==> config.mk <==
export PLATFORM = sky130hd
export DESIGN_NAME = pipeline_hazard_ctrl
export DESIGN_NICKNAME = d
export VERILOG_FILES = /design/src/rtl/pipeline_hazard_ctrl.sv
export SDC_FILE = /design/constraint.sdc
export NUM_CORES = 1
export LEC_CHECK = 0
export CORE_UTILIZATION = 39
export CTS_BUF_LIST = sky130_fd_sc_hd__clkbuf_8
export DETAILED_ROUTE_END_ITERATION = 6
export PLACE_DENSITY_LB_ADDON = 0.08
export SETUP_SLACK_MARGIN = 0.02
export SYNTH_ARGS = -nofsm -noshare
export SYNTH_HDL_FRONTEND = slang
export SYNTH_SLANG_ARGS = --single-unit
==> constraint.sdc <==
create_clock -name clk -period 2.1 [get_ports clk]
set_clock_uncertainty 0.2 [all_clocks]
set_input_delay 0.42 -clock clk [delete_from_list [all_inputs] [get_ports clk]]
set_output_delay 0.42 -clock clk [all_outputs]
set_load 0.01 [all_outputs]
==> src/rtl/pipeline_hazard_ctrl.sv <==
// rtl/pipeline_hazard_ctrl.sv - IF/DE hazard and sequencing controller
// Load-use stall, taken-branch flush and memory-busy freeze with saturating perf counters.
module pipeline_hazard_ctrl #(
  parameter int KILL_CYCLES = 2,
  parameter int CNT_W       = 16
) (
  input  logic             clk,
  input  logic             rst_n,
  input  logic [4:0]       de_rs1,
  input  logic [4:0]       de_rs2,
  input  logic             de_uses_rs2,
  input  logic [4:0]       ex_rd,
  input  logic             ex_mem_read,
  input  logic             branch_taken,
  input  logic             mem_busy,
  output logic             pc_en,
  output logic             ifde_en,
  output logic             branch_kill_flag,
  output logic             idex_bubble,
  output logic [1:0]       state,
  output logic [CNT_W-1:0] stall_cnt,
  output logic [CNT_W-1:0] flush_cnt
);

  typedef enum logic [1:0] {
    RUN      = 2'd0,
    LU_STALL = 2'd1,
    FLUSH    = 2'd2,
    MEM_WAIT = 2'd3
  } state_e;

  localparam logic [1:0]       KILL_INIT = 2'(KILL_CYCLES - 1);
  localparam logic [CNT_W-1:0] CNT_ONE   = {{(CNT_W-1){1'b0}}, 1'b1};
  localparam logic [CNT_W-1:0] CNT_MAX   = {CNT_W{1'b1}};

  state_e           state_q, state_d;
  logic             pending_q, pending_d;
  logic [1:0]       kill_ctr_q, kill_ctr_d;
  logic [CNT_W-1:0] stall_q, stall_d;
  logic [CNT_W-1:0] flush_q, flush_d;

  logic hazard;
  logic br;
  logic pc_c, ifde_c, kill_c, bubble_c;
  logic stall_inc, flush_inc;

  assign hazard = ex_mem_read && (ex_rd != 5'd0) &&
                  ((ex_rd == de_rs1) || (de_uses_rs2 && (ex_rd == de_rs2)));
  assign br     = branch_taken | pending_q;

  always_comb begin
    state_d    = state_q;
    pending_d  = pending_q;
    kill_ctr_d = kill_ctr_q;
    pc_c       = 1'b1;
    ifde_c     = 1'b1;
    kill_c     = 1'b0;
    bubble_c   = 1'b0;
    stall_inc  = 1'b0;
    flush_inc  = 1'b0;

    case (state_q)
      FLUSH: begin
        // EX holds a bubble here, so a branch_taken seen now is spurious.
        if (mem_busy) begin
          pc_c   = 1'b0;
          ifde_c = 1'b0;
        end else begin
          kill_c     = 1'b1;
          bubble_c   = 1'b1;
          kill_ctr_d = kill_ctr_q - 2'd1;
          if (kill_ctr_q <= 2'd1) begin
            state_d = RUN;
          end
        end
      end

      default: begin
        // RUN, LU_STALL and MEM_WAIT share priority mem_busy > br > hazard;
        // pending_q can only be set on entry to MEM_WAIT.
        if (mem_busy) begin
          pc_c      = 1'b0;
          ifde_c    = 1'b0;
          pending_d = pending_q | branch_taken;
          state_d   = MEM_WAIT;
        end else if (br) begin
          kill_c     = 1'b1;
          bubble_c   = 1'b1;
          flush_inc  = 1'b1;
          kill_ctr_d = KILL_INIT;
          pending_d  = 1'b0;
          state_d    = (KILL_CYCLES > 1) ? FLUSH : RUN;
        end else if (hazard && (state_q != LU_STALL)) begin
          pc_c      = 1'b0;
          ifde_c    = 1'b0;
          bubble_c  = 1'b1;
          stall_inc = 1'b1;
          state_d   = LU_STALL;
        end else begin
          state_d = RUN;
        end
      end
    endcase

    stall_d = (stall_inc && (stall_q != CNT_MAX)) ? stall_q + CNT_ONE : stall_q;
    flush_d = (flush_inc && (flush_q != CNT_MAX)) ? flush_q + CNT_ONE : flush_q;
  end

  always_ff @(posedge clk or negedge rst_n) begin
    if (!rst_n) begin
      state_q    <= RUN;
      pending_q  <= 1'b0;
      kill_ctr_q <= 2'd0;
      stall_q    <= '0;
      flush_q    <= '0;
    end else begin
      state_q    <= state_d;
      pending_q  <= pending_d;
      kill_ctr_q <= kill_ctr_d;
      stall_q    <= stall_d;
      flush_q    <= flush_d;
    end
  end

  // Outputs are forced to a safe hold-and-bubble pattern while reset is low.
  assign pc_en            = rst_n & pc_c;
  assign ifde_en          = rst_n & ifde_c;
  assign branch_kill_flag = rst_n & kill_c;
  assign idex_bubble      = ~rst_n | bubble_c;
  assign state            = state_q;
  assign stall_cnt        = stall_q;
  assign flush_cnt        = flush_q;

endmodule

==> metrics <==
outcome=finished with violations; failing checks=setup timing; H-tree Lvls=2; die height=74.74 µm; Syn Nets=219; initial antenna violation count=0; I/O Buffers=58; ys async rst share=100.0%; Routed WL per cell=13.77 µm; area grow syn2layout=58.64%; Detail Placement HPWL=3.697 mm; post-synthesis sequential area ratio=44.88%; Num CTS Buffers=5; Die W=74.74 µm; VDD IR max=0.3313 mV; unrepaired setup endpoints after global routing=yes; pin count of the biggest net entering global routing=38; fin crit share=106.8%; drt drc=0; Power Density=680.7 mW/mm²; post-synth cell types=46; Fin. Hold Viols=0; post-route ant nets=0; average vias per placed instance=5.008; Root Buffer=clkbuf_8; Antenna diodes=0; Setup Viol. Count Final=3; Pins Over Slew Limit=0; post-layout util=64.09%; Hold Buf Count CTS=0; worst setup margin=-0.1427 ns; Tmin final=2.243 ns; critical path arrival=1.62 ns; Die Footprint=0.005585 mm²; fraction of layout cells with a size suffix above 1=32.31%; GRT Overall Usage=19.62%; Rows=26; Nets=317; CTS tree=done; crit path launch type=primary input; #FFs+latches synth=37; EDFF count, synth=0; Initial Util=40.40%; Top FF cell, synth=dfrtp_1; GPL Wtd Cong=0.8025; DRT Pass-1 Iters=4; vias after detailed routing=1823; Relative slew margins=68.26%; total routed wirelength=5.014 mm; hold crit path type=in -> async; Cells after Synth=195; worst setup path category=in -> out; core area=0.005107 mm²; most frequent cells in the layout=dfrtp_1 (36), clkdlybuf4s50_1 (36), buf_4 (32); Worst-Skew Late Latency=0.30 ns; Pleak=1.492 nW; fin area=0.003273 mm²; Placement Setup Slack=-0.8580 ns; CTS Buffer Depth=2; Yosys warnings=0; Required @ worst endpoint=1.48 ns; Post-Syn Area per Cell=10.58 µm²; placed cell area=0.002982 mm²; I/O pins=59; Worst-path clk slew=0.08 ns; number of global-route vias before repair=1785; gr ovfl total=0; first-pass GRT wire length=8.066 mm; fmax=0.4459 GHz; Setup crit end kind=output port; actual slew at the worst max-slew pin=0.4762 ns; clock sink count=37; Synth Cell Area=0.002063 mm²; critical path peak fanout=2; DR iter-0 viols=74; max-cap viol count=0
[critical path, cell delays in order]
cell,delay (ns)
buf_6,0.09
or4_4,0.55
o221a_4,0.24
a21oi_2,0.11
o21ai_1,0.07
buf_2,0.14
[cells by family after synthesis]
| group | after synthesis | share of synthesized area, % |
|---|---|---|
| compound gates | 24 | 9.461 |
| xor+xnor | 38 | 16.13 |
| fa+ha+maj | 3 | 1.819 |
| buf+inv | 6 | 1.698 |
| flops | 37 | 44.88 |
| mux | 4 | 2.547 |
| simple gates | 83 | 23.47 |
[stage by stage]
step / total power, W / instances / hold WS [ns] / TNS, ns
floorplan: 0.001216 / 195 / -0.07559 / -0.02467
global placement: 0.001528 / 353 / 0.2744 / -12.09
detailed placement: 0.001542 / 353 / 0.2819 / -11.96
CTS: 0.002210 / 362 / 0.03605 / -0.3864
global route: 0.002368 / 364 / 0.05739 / -0.6243
finish: 0.002228 / 364 / 0.01928 / -0.3407
[what timing repair did]
item                                    CTS  global route
endpoints found under the setup margin   20            19
pin swaps                                22            20
buffers inserted                          1             2
gates resized for setup                  60            32
[power by group]
group	total (W)	switching (W)	internal (W)	leakage, nW
registers	0.000905	0.000102	0.000804	0.497
logic	0.000661	0.000288	0.000373	0.937
clock network	0.000662	0.000276	0.000386	0.0574
total	0.00223	0.000665	0.00156	1.49
[worst paths after layout]
kind / start / to / slack [ns] / cells after the start
setup reg to reg: stall_cnt[8]$_DFFE_PN0P_ / stall_cnt[1]$_DFFE_PN0P_ / 0.10 / 5
hold reg to reg: kill_ctr_q[1]$_DFFE_PN0P_ / kill_ctr_q[1]$_DFFE_PN0P_ / 0.30 / 1
setup / recovery: ex_rd[2] / idex_bubble / -0.14 / 6
min in group clk: kill_ctr_q[1]$_DFFE_PN0P_ / kill_ctr_q[1]$_DFFE_PN0P_ / 0.30 / 1
hold / removal: rst_n / flush_cnt[13]$_DFFE_PN0P_ / 0.02 / 2
max in group asynchronous: rst_n / state[1]$_DFFE_PN0P_ / 1.33 / 2
[cell type report]
class | instances | area, µm²
clock buffers | 6 | 82.58
clock inverters | 2 | 37.54
fillers | 443 | 1834
inverters | 3 | 11.26
multi-input cells | 152 | 1301
flip-flops and latches | 37 | 927.1
well taps | 70 | 87.58
repair buffers | 94 | 825.8
[Yosys cell counts, drive strengths merged, types with 2 or more instances]
cell type	count	share of area [%]
and4	3	1.3
ha	3	1.8
nand3	12	2.9
nor3	10	2.4
nor4	4	1.2
a21o	2	0.73
and3	5	1.6
dfrtp	37	45
nand2b	3	1.3
xnor2	23	9.8
or3	2	0.61
inv	3	0.55
buf	3	1.2
nand2	20	3.6
nor2	6	1.1
xor2	15	6.4
o21ai	5	1.2
a21oi	5	1.2
nor4b	2	1.2
mux2	4	2.5
nand4	10	3.8
[per-layer routing]
metal | up-vias | wire length [µm] | GRT usage, %
met5 | - | 0 | 0
met4 | 0 | 58 | 8.805
met3 | 5 | 193 | 4.150
met2 | 36 | 2605 | 33.73
met1 | 884 | 2156 | 23.61
li1 | 898 | - | -
[sequential cells by signal (all words and copies together) (netlist names)]
name        cells
flush_cnt      16
stall_cnt      16
kill_ctr_q      2
state           2
pending_q       1
No activity file was read; power rests on OpenSTA's default activity.
